## src/rtl/riscv_pkg.sv

```systemverilog
// Shared definitions for the RV32 in-order pipeline: widths, the x0 index,
// and the state encoding of the operand issue stage.
package riscv_pkg;

  localparam int XLEN       = 32;
  localparam int REG_ADDR_W = 5;

  localparam logic [REG_ADDR_W-1:0] ZERO_REG = 5'd0;

  // RUN: normal issue. BUBBLE: one bubble was inserted for a load-use
  // dependency, and the load result now arrives on the MEM forward path.
  typedef enum logic {
    RUN    = 1'b0,
    BUBBLE = 1'b1
  } issue_state_e;

endpackage

```

## src/rtl/operand_fwd_mux.sv

```systemverilog
// Per-operand forwarding select. Sources in priority order: the EX-stage ALU
// result, then the MEM-stage result, then the register file. Reads of x0
// always produce zero, whatever the sources say. The hit flag reports that
// the operand is really read and came from a forward path.
module operand_fwd_mux
  import riscv_pkg::*;
#(
  parameter int W = XLEN
) (
  input  logic [REG_ADDR_W-1:0] rs,
  input  logic                  use_rs,
  input  logic                  ex_valid,
  input  logic                  ex_rd_wen,
  input  logic                  ex_is_load,
  input  logic [REG_ADDR_W-1:0] ex_rd,
  input  logic [W-1:0]          ex_data,
  input  logic                  mem_valid,
  input  logic [REG_ADDR_W-1:0] mem_rd,
  input  logic [W-1:0]          mem_data,
  input  logic [W-1:0]          rf_data,
  output logic [W-1:0]          data,
  output logic                  hit
);

  logic is_zero;
  logic ex_hit;
  logic mem_hit;

  assign is_zero = (rs == ZERO_REG);

  // A load in EX has no result yet, so it can never be an EX forward source;
  // that case is covered by the load-use bubble instead.
  assign ex_hit  = ex_valid & ex_rd_wen & ~ex_is_load & (ex_rd == rs) & ~is_zero;
  assign mem_hit = mem_valid & (mem_rd == rs) & ~is_zero;

  assign hit = use_rs & (ex_hit | mem_hit);

  // Priority select of the operand value, x0 forced to zero.
  always_comb begin
    data = rf_data;
    if (is_zero) begin
      data = '0;
    end else if (ex_hit) begin
      data = ex_data;
    end else if (mem_hit) begin
      data = mem_data;
    end
  end

endmodule

```

## src/rtl/operand_issue_stage.sv

```systemverilog
// ID->EX issue stage of the in-order RV32 pipeline. Drives the register-file
// read ports from the decoded instruction, resolves both operands through the
// EX/MEM forward paths, inserts one bubble on a load-use dependency, and
// registers the result into the ID/EX register under valid/ready flow control.
module operand_issue_stage
  import riscv_pkg::*;
#(
  parameter int XLEN        = riscv_pkg::XLEN,
  parameter int STALL_CNT_W = 16
) (
  input  logic                   clk,
  input  logic                   reset,
  input  logic                   id_valid,
  output logic                   id_ready,
  input  logic [XLEN-1:0]        id_pc,
  input  logic [REG_ADDR_W-1:0]  id_rs1,
  input  logic [REG_ADDR_W-1:0]  id_rs2,
  input  logic                   id_use_rs1,
  input  logic                   id_use_rs2,
  input  logic [REG_ADDR_W-1:0]  id_rd,
  input  logic                   id_rd_wen,
  input  logic                   id_is_load,
  input  logic [XLEN-1:0]        id_imm,
  output logic [REG_ADDR_W-1:0]  rf_raddr1,
  output logic [REG_ADDR_W-1:0]  rf_raddr2,
  input  logic [XLEN-1:0]        rf_rdata1,
  input  logic [XLEN-1:0]        rf_rdata2,
  input  logic                   mem_fwd_valid,
  input  logic [REG_ADDR_W-1:0]  mem_fwd_rd,
  input  logic [XLEN-1:0]        mem_fwd_data,
  input  logic [XLEN-1:0]        ex_result,
  input  logic                   flush,
  output logic                   ex_valid,
  input  logic                   ex_ready,
  output logic [XLEN-1:0]        ex_pc,
  output logic [XLEN-1:0]        ex_imm,
  output logic [XLEN-1:0]        ex_op1,
  output logic [XLEN-1:0]        ex_op2,
  output logic [REG_ADDR_W-1:0]  ex_rd,
  output logic                   ex_rd_wen,
  output logic                   ex_is_load,
  output logic [STALL_CNT_W-1:0] stall_cnt
);

  // ID/EX pipeline register
  logic                   ex_valid_reg;
  logic [XLEN-1:0]        ex_pc_reg;
  logic [XLEN-1:0]        ex_imm_reg;
  logic [XLEN-1:0]        ex_op1_reg;
  logic [XLEN-1:0]        ex_op2_reg;
  logic [REG_ADDR_W-1:0]  ex_rd_reg;
  logic                   ex_rd_wen_reg;
  logic                   ex_is_load_reg;
  logic [STALL_CNT_W-1:0] stall_cnt_reg;

  issue_state_e state_reg;
  issue_state_e state_next;

  logic adv;
  logic hz;
  logic load_instr;
  logic load_bubble;
  logic stall_inc;

  // Per-operand views so both forwarding muxes come from one generate loop
  logic [REG_ADDR_W-1:0] src_rs  [2];
  logic                  src_use [2];
  logic [XLEN-1:0]       src_rf  [2];
  logic [XLEN-1:0]       op_res  [2];
  logic                  op_hit  [2];

  // The per-operand hit flags are kept for debug visibility only.
  logic unused_hits;

  assign rf_raddr1 = id_rs1;
  assign rf_raddr2 = id_rs2;

  assign src_rs[0]  = id_rs1;
  assign src_rs[1]  = id_rs2;
  assign src_use[0] = id_use_rs1;
  assign src_use[1] = id_use_rs2;
  assign src_rf[0]  = rf_rdata1;
  assign src_rf[1]  = rf_rdata2;

  assign unused_hits = op_hit[0] | op_hit[1];

  genvar gi;
  generate
    for (gi = 0; gi < 2; gi++) begin : g_fwd
      operand_fwd_mux #(
        .W(XLEN)
      ) u_fwd_mux (
        .rs        (src_rs[gi]),
        .use_rs    (src_use[gi]),
        .ex_valid  (ex_valid_reg),
        .ex_rd_wen (ex_rd_wen_reg),
        .ex_is_load(ex_is_load_reg),
        .ex_rd     (ex_rd_reg),
        .ex_data   (ex_result),
        .mem_valid (mem_fwd_valid),
        .mem_rd    (mem_fwd_rd),
        .mem_data  (mem_fwd_data),
        .rf_data   (src_rf[gi]),
        .data      (op_res[gi]),
        .hit       (op_hit[gi])
      );
    end
  endgenerate

  // The ID/EX register can take new contents when empty or being drained.
  assign adv = ~ex_valid_reg | ex_ready;

  // A load in EX whose destination is read by the instruction in ID cannot be
  // forwarded in time; its data only shows up once the load reaches MEM.
  assign hz = ex_valid_reg & ex_is_load_reg & ex_rd_wen_reg & (ex_rd_reg != ZERO_REG) &
              ((id_use_rs1 & (id_rs1 == ex_rd_reg)) | (id_use_rs2 & (id_rs2 == ex_rd_reg)));

  // During a flush the upstream instruction is acknowledged so it is dropped.
  assign id_ready = flush | (adv & ~(id_valid & hz));

  // State register
  always_ff @(posedge clk or negedge reset) begin
    if (!reset) begin
      state_reg <= RUN;
    end else begin
      state_reg <= state_next;
    end
  end

  // Next-state logic: a load-use hazard diverts to BUBBLE for one issue slot.
  always_comb begin
    state_next = state_reg;
    if (flush) begin
      state_next = RUN;
    end else begin
      case (state_reg)
        RUN:     if (adv & id_valid & hz) state_next = BUBBLE;
        BUBBLE:  if (adv) state_next = RUN;
        default: state_next = RUN;
      endcase
    end
  end

  // Output logic: decide whether the ID/EX register loads an instruction,
  // loads a bubble, or holds, and whether a stall is being counted.
  always_comb begin
    load_instr  = 1'b0;
    load_bubble = 1'b0;
    stall_inc   = 1'b0;
    if (flush) begin
      load_bubble = 1'b1;
    end else if (adv) begin
      case (state_reg)
        RUN: begin
          if (id_valid & hz) begin
            load_bubble = 1'b1;
            stall_inc   = 1'b1;
          end else if (id_valid) begin
            load_instr = 1'b1;
          end else begin
            load_bubble = 1'b1;
          end
        end
        BUBBLE: begin
          if (id_valid) begin
            load_instr = 1'b1;
          end else begin
            load_bubble = 1'b1;
          end
        end
        default: load_bubble = 1'b1;
      endcase
    end
  end

  // ID/EX valid bit: set on an accepted instruction, cleared by a bubble.
  always_ff @(posedge clk or negedge reset) begin
    if (!reset) begin
      ex_valid_reg <= 1'b0;
    end else if (load_instr) begin
      ex_valid_reg <= 1'b1;
    end else if (load_bubble) begin
      ex_valid_reg <= 1'b0;
    end
  end

  // ID/EX payload: operands are captured only at accept and then held, so a
  // stalled instruction is never re-forwarded.
  always_ff @(posedge clk or negedge reset) begin
    if (!reset) begin
      ex_pc_reg      <= '0;
      ex_imm_reg     <= '0;
      ex_op1_reg     <= '0;
      ex_op2_reg     <= '0;
      ex_rd_reg      <= '0;
      ex_rd_wen_reg  <= 1'b0;
      ex_is_load_reg <= 1'b0;
    end else if (load_instr) begin
      ex_pc_reg      <= id_pc;
      ex_imm_reg     <= id_imm;
      ex_op1_reg     <= op_res[0];
      ex_op2_reg     <= op_res[1];
      ex_rd_reg      <= id_rd;
      ex_rd_wen_reg  <= id_rd_wen;
      ex_is_load_reg <= id_is_load;
    end
  end

  // Saturating count of load-use bubbles; only reset clears it.
  always_ff @(posedge clk or negedge reset) begin
    if (!reset) begin
      stall_cnt_reg <= '0;
    end else if (stall_inc && (stall_cnt_reg != {STALL_CNT_W{1'b1}})) begin
      stall_cnt_reg <= stall_cnt_reg + STALL_CNT_W'(1);
    end
  end

  assign ex_valid   = ex_valid_reg;
  assign ex_pc      = ex_pc_reg;
  assign ex_imm     = ex_imm_reg;
  assign ex_op1     = ex_op1_reg;
  assign ex_op2     = ex_op2_reg;
  assign ex_rd      = ex_rd_reg;
  assign ex_rd_wen  = ex_rd_wen_reg;
  assign ex_is_load = ex_is_load_reg;
  assign stall_cnt  = stall_cnt_reg;

endmodule

```

## config.mk

```make
export PLATFORM = sky130hd
export DESIGN_NAME = operand_issue_stage
export DESIGN_NICKNAME = d
export VERILOG_FILES = /design/src/rtl/riscv_pkg.sv /design/src/rtl/operand_fwd_mux.sv /design/src/rtl/operand_issue_stage.sv
export SDC_FILE = /design/constraint.sdc
export NUM_CORES = 1
export LEC_CHECK = 0
export ABC_AREA = 1
export CORE_AREA = 2 2 152 154
export CTS_CLUSTER_DIAMETER = 100
export DETAILED_ROUTE_END_ITERATION = 6
export DIE_AREA = 0 0 154 156
export GPL_TIMING_DRIVEN = 0
export PLACE_DENSITY = 0.74
export SLEW_MARGIN = 15
export SYNTH_ARGS = -nofsm -noshare
export SYNTH_HDL_FRONTEND = slang
export SYNTH_SLANG_ARGS = --single-unit
```

## constraint.sdc

```tcl
create_clock -name clk -period 2.5 [get_ports clk]
set_clock_uncertainty 0.1 [all_clocks]
set_input_delay 0.5 -clock clk [delete_from_list [all_inputs] [get_ports clk]]
set_output_delay 0.5 -clock clk [all_outputs]
set_load 0.01 [all_outputs]
```

==> results.md, run 1 <==
- Fraction of layout cells with a size suffix above 1: 10.7%
- CTS root buffer: clkbuf_16
- Worst EP required: around 1900 ps
- GRT Total Usage: 27.2%
- Via count: 9189
- Post-route minimum period: 2420 ps
- Worst Path Arrival: 1820 ps
- Slowest-stage cell, CP: dlygate4sd2_1
- CTS Buffer Depth: 2
- Hold Violations, Final: 0
- Setup crit end: id_ready
- Reg2Reg Depth: 16
- Routed vias/inst: 5.05
- Crit Path Max Fanout: 4
- Iter 0 DRT Violations: 615
- CTS Sinks: 153
- Power Density: between 500 and 600 nW/um^2
- RSZ-0062 raised after global routing: yes
- CTS Buf Count: 17
- Area Growth Syn to Fin: 61.9%
- IO Count: just under 400
- Slowest stage delay, CP: 290 ps
- Gpl congestion: slightly above 0.9
- Lkg Pwr: 0.00628 uW
- Rel. slew slack: 59.6%
- R2r startpoint: ex_rd[0]
- Dpl hpwl: approximately 25000 um
- DRC Markers: 0
- Tcrit/Tclk final: 96.9%
- Initial core utilization: ~37%
- Die area: 24000 sq um
- CP bufs+invs: 4
- Seq/Total Area, Yosys: roughly 47%
- Dpl cell area: 12400 sq um
- First-pass GRT wire length: between 50000 and 60000 um
- Largest net degree at the start of global routing: 99
- Port bufs: 384
- Area of the multi-input gates: 3820 sq um
- Capturing point of the worst reg2reg path: ex_pc[24]
- Cell Chain, Critical Path: dlygate4sd2_1 -> inv_1 -> nand2_1 -> nand2_1 -> nor2_2 -> nand4_1 -> nand2_2 -> nand3_2 -> a21oi_2 -> inv_1 -> buf_6
- Clock Power Share: 34.1%
- Ys Warns: 0
- Synth unique cells: 31
- Switch share: 29.9%
- Worst-Skew Late Latency: 430 ps
- Clock transition at path regs: 60 ps
- Max_cap viols: 0
- Finished Cell Area: 13200 sq um
- Yosys reg bits: 153
- Core Area: between 20000 and 25000 sq um
- Sw power: 2370 uW
- Die Wd: 154 um
- # setup viols final: 0
- Mean post-synth cell area: 7.44 sq um
- Number of global-route vias before repair: 9159
- Nets: 1740
- Mapped Cells: between 1000 and 1500
- Routed Wire Length: 32800 um
- Hold depth: 2
- Slew Limit Fails: 0
- Initial antenna violation count: 1
- Part of the power in registers: 38.4%
- Mapped Nets: 1322
- DR WL/cell: 18.1 um
- Final cell count without fillers: about 1800
- Comb pwr share: between 20% and 30%
- VDD IR max: about 0.41 mV
- P_int: 5570 uW
- Cell Area, Synth: 8180 sq um
- Total grt overflow: 0
- R2R Setup Slk: 200 ps
- Crit. End Element: output port
- Chip height: 156 um
- Storage cell area: about 3800 sq um
- Crit path from: id_rs2[1]
- Outcome: complete, no violations
- Critical path depth: 11
- H-Tree Depth: 4
- Fillers: 2030
- Max Freq: between 400 and 500 MHz
- Row count: 55
- Drt pass-1 iters: 5
- Routed Antenna Nets: 0
- Startpoint types: primary input
- Crit Path Class: in -> out
- TritonCTS clock tree: done
- Top cell family by delay on the critical path: buffers and inverters
- Actual slew at the worst max-slew pin: 607 ps
- Placed cells: 1769
- Hold Path Class: reg -> reg
-- how the worst min path moves through the flow --
stage	end	slack [ps]	startpoint
4_1_cts	ex_imm[17]	380	ex_imm[17]
5_1_grt	ex_imm[22]	400	ex_imm[22]
6_report	ex_op2[30]	380	ex_op2[30]
3_5_place_dp	ex_op2[19]	350	reset
2_1_floorplan	ex_imm[0]	100	reset
3_3_place_gp	ex_imm[12]	360	ex_imm[12]
-- through the flow --
stage	total power, uW	worst slack, ps	hold WS (ps)	utilization [%]	TNS [ps]
global placement	5180	-5740	361	55.4	-944720
finish	7940	78.2	378	59.2	0
CTS	7980	17.5	382	58.8	0
detailed placement	5220	-866	348	55.5	-74310
floorplan	3790	550	104	-	0
global route	8300	-27.9	400	59.2	-30.4
-- layout by cell type, fill, tap and decap left out, drive strengths merged --
master / instances
a21oi: 2
a31oi: 1
buf: 60
bufinv: 2
clkbuf: 48
clkdlybuf4s15: 2
clkdlybuf4s50: 372
clkinv: 2
clkinvlp: 3
dfrtp: 153
diode: 3
dlygate4sd2: 8
dlygate4sd3: 1
ha: 1
inv: 56
nand2: 468
nand3: 151
nand3b: 36
nand4: 12
nor2: 18
nor3: 15
nor4: 1
o211ai: 1
o21ai: 72
o22ai: 3
or2: 32
xnor2: 3
xor2: 7
-- logic make-up after synthesis --
| group | count (synthesis) | share of synthesized area (%) |
|---|---|---|
| simple gates | 733 | 39.7 |
| flops | 153 | 46.8 |
| buf+inv | 123 | 7.31 |
| compound gates | 79 | 4.93 |
| xor+xnor | 10 | 1.07 |
| fa+ha+maj | 1 | 0.153 |
-- worst min-delay path: cells and delay by family, from the launching register on --
family / cells / cell delay (ps)
DFF: 1 / 340
and+or+nand+nor: 2 / 100
-- synthesized netlist by cell type --
library cell	n	area, sq um
nand2_1	467	1750
nand3b_1	35	263
xnor2_1	3	26.3
nor3_1	13	65.1
clkbuf_2	1	5.00
nor2_1	15	56.3
xor2_1	7	61.3
a21oi_1	2	10.0
buf_1	2	7.51
buf_6	5	56.3
inv_2	5	18.8
ha_1	1	12.5
nand2_2	1	6.26
nor3_2	2	20.0
nor2_2	3	18.8
o211ai_1	1	7.51
inv_1	44	165
nand3_1	149	746
or2_2	32	200
buf_2	18	90.1
o21ai_0	34	170
nand4_1	12	75.1
a31oi_1	1	6.26
o22ai_1	3	18.8
buf_4	20	150
nand3b_4	1	20.0
dfrtp_1	153	3830
o21ai_1	38	190
nand3_2	2	20.0
nor4_1	1	6.26
clkbuf_1	28	105
-- power by group through the flow --
stage / clock (uW) / sequential, uW / combinational [uW]
4_1_cts: 2760 / 3040 / 2170
3_5_place_dp: 0 / 3080 / 2130
6_report: 2710 / 3050 / 2180
5_1_grt: 2860 / 3090 / 2350
2_1_floorplan: 0 / 3220 / 570
3_3_place_gp: 0 / 3080 / 2100
-- repair_timing --
item	in CTS	in global routing
setup buffers	10	3
hold buffers	1	0
endpoints found under the hold margin	55	0
endpoints found under the setup margin	96	84
resized for setup	24	34
pin swaps	4	6
-- routing by layer --
layer | wire length (um) | track usage (%) | vias to the layer above
li1 | - | - | 4374
met1 | 13300 | 32.7 | 4306
met2 | 15800 | 46.8 | 448
met3 | 2730 | 7.69 | 61
met4 | 911 | 9.39 | 0
met5 | 0 | 0 | -
-- final cells by class --
| type | count | share of cell area, % |
|---|---|---|
| Antenna cell | 3 | 0.0567 |
| Buffer | 74 | 3.23 |
| Clock buffer | 18 | 3.32 |
| Clock inverter | 14 | 1.33 |
| Inverter | 49 | 1.41 |
| Multi-Input combinational cell | 823 | 28.9 |
| Sequential cell | 153 | 28.9 |
| Tap cell | 285 | 2.69 |
| Timing Repair Buffer | 399 | 30.1 |
No activity file was read; power rests on OpenSTA's default activity.
==> run 2, diff against run 1 <==
--- a/config.mk
+++ b/config.mk
@@ -6,12 +6,12 @@
 export NUM_CORES = 1
 export LEC_CHECK = 0
 export ABC_AREA = 1
-export CORE_AREA = 2 2 152 154
+export CORE_AREA = 2 2 151 153
 export CTS_CLUSTER_DIAMETER = 100
 export DETAILED_ROUTE_END_ITERATION = 6
-export DIE_AREA = 0 0 154 156
+export DIE_AREA = 0 0 153 155
 export GPL_TIMING_DRIVEN = 0
-export PLACE_DENSITY = 0.74
+export PLACE_DENSITY = 0.75
 export SLEW_MARGIN = 15
 export SYNTH_ARGS = -nofsm -noshare
 export SYNTH_HDL_FRONTEND = slang
==> constraint.sdc (replaced) <==
create_clock -name clk -period 3.05 [get_ports clk]
set_clock_uncertainty 0.1 [all_clocks]
set_input_delay 0.61 -clock clk [delete_from_list [all_inputs] [get_ports clk]]
set_output_delay 0.61 -clock clk [all_outputs]
set_load 0.01 [all_outputs]
==> run 2 against run 1 <==
Flip-flop and latch count did not move. Global-route usage fell by 0.55 points. Via count fell by 0.41%. Largest power group unchanged. Highest routed layer is now met5.
==> results.md, run 2 (synthesis results as in run 1) <==
- Placed cells: 1769 (unchanged)
- Iter 0 DRT Violations: 548 (-11%)
- Max_cap viols: 0 (unchanged)
- Area Growth Syn to Fin: 59.8%
- Slowest stage delay, CP: 380 ps (+90 ps)
- Port bufs: 384 (unchanged)
- GRT Total Usage: 26.6% (-0.55 points)
- Total grt overflow: 0 (unchanged)
- Number of global-route vias before repair: 9162 (+0.033%)
- Via count: 9151 (-0.41%)
- Row count: 55 (unchanged)
- Routed vias/inst: 5.06 (+0.19%)
- VDD IR max: 0.300 mV (-26%)
- DP Worst Slack: -363 ps (+503 ps)
- Slew Limit Fails: 0 (unchanged)
- Die area: 23700 sq um (-1.3%)
- Max Freq: 353 MHz
- Chip height: 155 um (-0.64%)
- DRC Markers: 0 (unchanged)
- Commonest cells after routing, fill and taps aside: nand2_1 (466), clkdlybuf4s50_1 (372), dfrtp_1 (153), nand3_1 (149), inv_1 (44)
- Sw power: 1920 uW (-19%)
- Initial antenna violation count: 4 (+3)
- Initial core utilization: 36.8% (+0.23 points)
- Die Wd: 153 um (-0.65%)
- Crit Path Max Fanout: 6 (+2)
- Crit Path Class: in -> out
- Hold Violations, Final: 0 (unchanged)
- Part of the power in registers: 38.7% (+0.3 points)
- Area of the multi-input gates: 3780 sq um (-1.3%)
- Hold Path Class: in -> async
- Actual slew at the worst max-slew pin: 727 ps (+120 ps)
- Startpoint types: primary input
- Gpl congestion: 0.946 (+2.1%)
- Worst hold slack: 73.8 ps (-304 ps)
- Rel. slew slack: 51.3% (-8.2 points)
- Storage cell area: 3830 sq um (about the same)
- Routed Antenna Nets: 0 (unchanged)
- Fraction of layout cells with a size suffix above 1: 8.56% (-2.2 points)
- Core Area: 22200 sq um (-0.62%)
- Tcrit/Tclk final: 92.9%
- Nets: 1729 (-0.63%)
- Clock transition at path regs: 70 ps (about the same)
- Drt pass-1 iters: 5 (unchanged)
- Largest net degree at the start of global routing: 83 (-16%)
- CTS root buffer: clkbuf_16
- P_int: 4520 uW (-19%)
- Comb pwr share: 26.9% (-0.6 points)
- Outcome: complete, no violations
- Slowest-stage cell, CP: dlygate4sd2_1
- Setup ws final: 216 ps (+138 ps)
- Post-route minimum period: around 2800 ps
- Final cell count without fillers: 1807 (-0.61%)
- RSZ-0062 raised after global routing: no
- IO Count: 385 (unchanged)
- Setup_tns: 0 ps (unchanged)
- First-pass GRT wire length: 49300 um (-2.4%)
- Most common cell after layout, fill and taps aside: nand2_1
- Switch share: 29.8% (-0.055 points)
- Clock Power Share: 34.3% (+0.2 points)
- CTS Buffer Depth: 2 (unchanged)
- CTS Sinks: 153 (unchanged)
- DR WL/cell: 17.8 um (-1.4%)
- Power Density: 493 nW/um^2 (-18%)
- Cell Chain, Critical Path: dlygate4sd2_1 -> inv_2 -> nand2_1 -> nand2_1 -> nor2_1 -> nand4_1 -> nand2_2 -> nand3_1 -> a21oi_1 -> inv_1 -> dlygate4sd2_1
- TritonCTS clock tree: done
- Dpl hpwl: 24900 um (-1.4%)
- # setup viols final: 0 (unchanged)
- Fillers: 2048 (+0.89%)
- Routed Wire Length: 32200 um (-2.0%)
- Worst-Skew Late Latency: 420 ps (about the same)
- Worst Path Arrival: 2120 ps (+300 ps)
- Reg2Reg Depth: 14 (-2)
- Layout Utilization: 58.8% (-0.38 points)
- Post-CTS Hold Fix Bufs: 0 (-1)
- CTS Buf Count: 17 (unchanged)
- H-Tree Depth: 4 (unchanged)
- Lkg Pwr: 0.00622 uW (-0.94%)
- Worst EP required: 2340 ps (+440 ps)
- Crit. End Element: output port
## run 2: layer usage
metal / global-route usage (%) / up-vias / part of all wire, %
met3: 7.72 / 77 / 8.0
met4: 11.2 / 4 / 3.8
met5: 0 / - / 0.072
li1: - / 4356 / -
met1: 31.2 / 4310 / 40
met2: 45.8 / 404 / 48
## run 2: metrics by stage
stage	area (sq um)	total power, uW
finish	13100	6440
global route	13100	6740
CTS	13000	6490
detailed placement	12400	4270
global placement	12400	4240
floorplan	8180	3110
## run 2: critical path, delay by kind of cell
kind | cells | cell delay (ps)
buffers and inverters | 4 | 780
and+or+nand+nor | 6 | 620
AOI/OAI and AO/OA | 1 | 120
## run 2: path summary, 6_finish.rpt
| path | start | endpoint | slack [ps] |
|---|---|---|---|
| min in group clk | ex_op2[11] | ex_op2[11] | 380 |
| max | id_rs1[4] | id_ready | 220 |
| min reg2reg | ex_op2[11] | ex_op2[11] | 380 |
| min | reset | ex_op1[17] | 70 |
| max in group asynchronous | reset | ex_op2[31] | 1950 |
| max reg2reg | ex_rd[4] | ex_pc[14] | 700 |
## run 2: power groups by stage
| stage | clock network [uW] | registers [uW] | logic [uW] |
|---|---|---|---|
| floorplan | 0 | 2640 | 467 |
| global placement | 0 | 2520 | 1720 |
| detailed placement | 0 | 2520 | 1740 |
| CTS | 2260 | 2490 | 1750 |
| global route | 2340 | 2530 | 1880 |
| finish | 2210 | 2490 | 1740 |
## run 2: final cells by class
type | instances | area share (%)
Timing Repair Buffer | 388 | 29.8
Sequential cell | 153 | 29.3
Multi-Input combinational cell | 823 | 28.9
Clock buffer | 17 | 3.25
Buffer | 74 | 3.17
Tap cell | 285 | 2.73
Clock inverter | 15 | 1.41
Inverter | 49 | 1.41
Antenna cell | 3 | 0.0574
## run 2: what timing repair did
action,in CTS,in global routing
pin swaps,1,1
setup endpoints to repair,1,5
buffers inserted,0,3
gates resized for setup,9,7
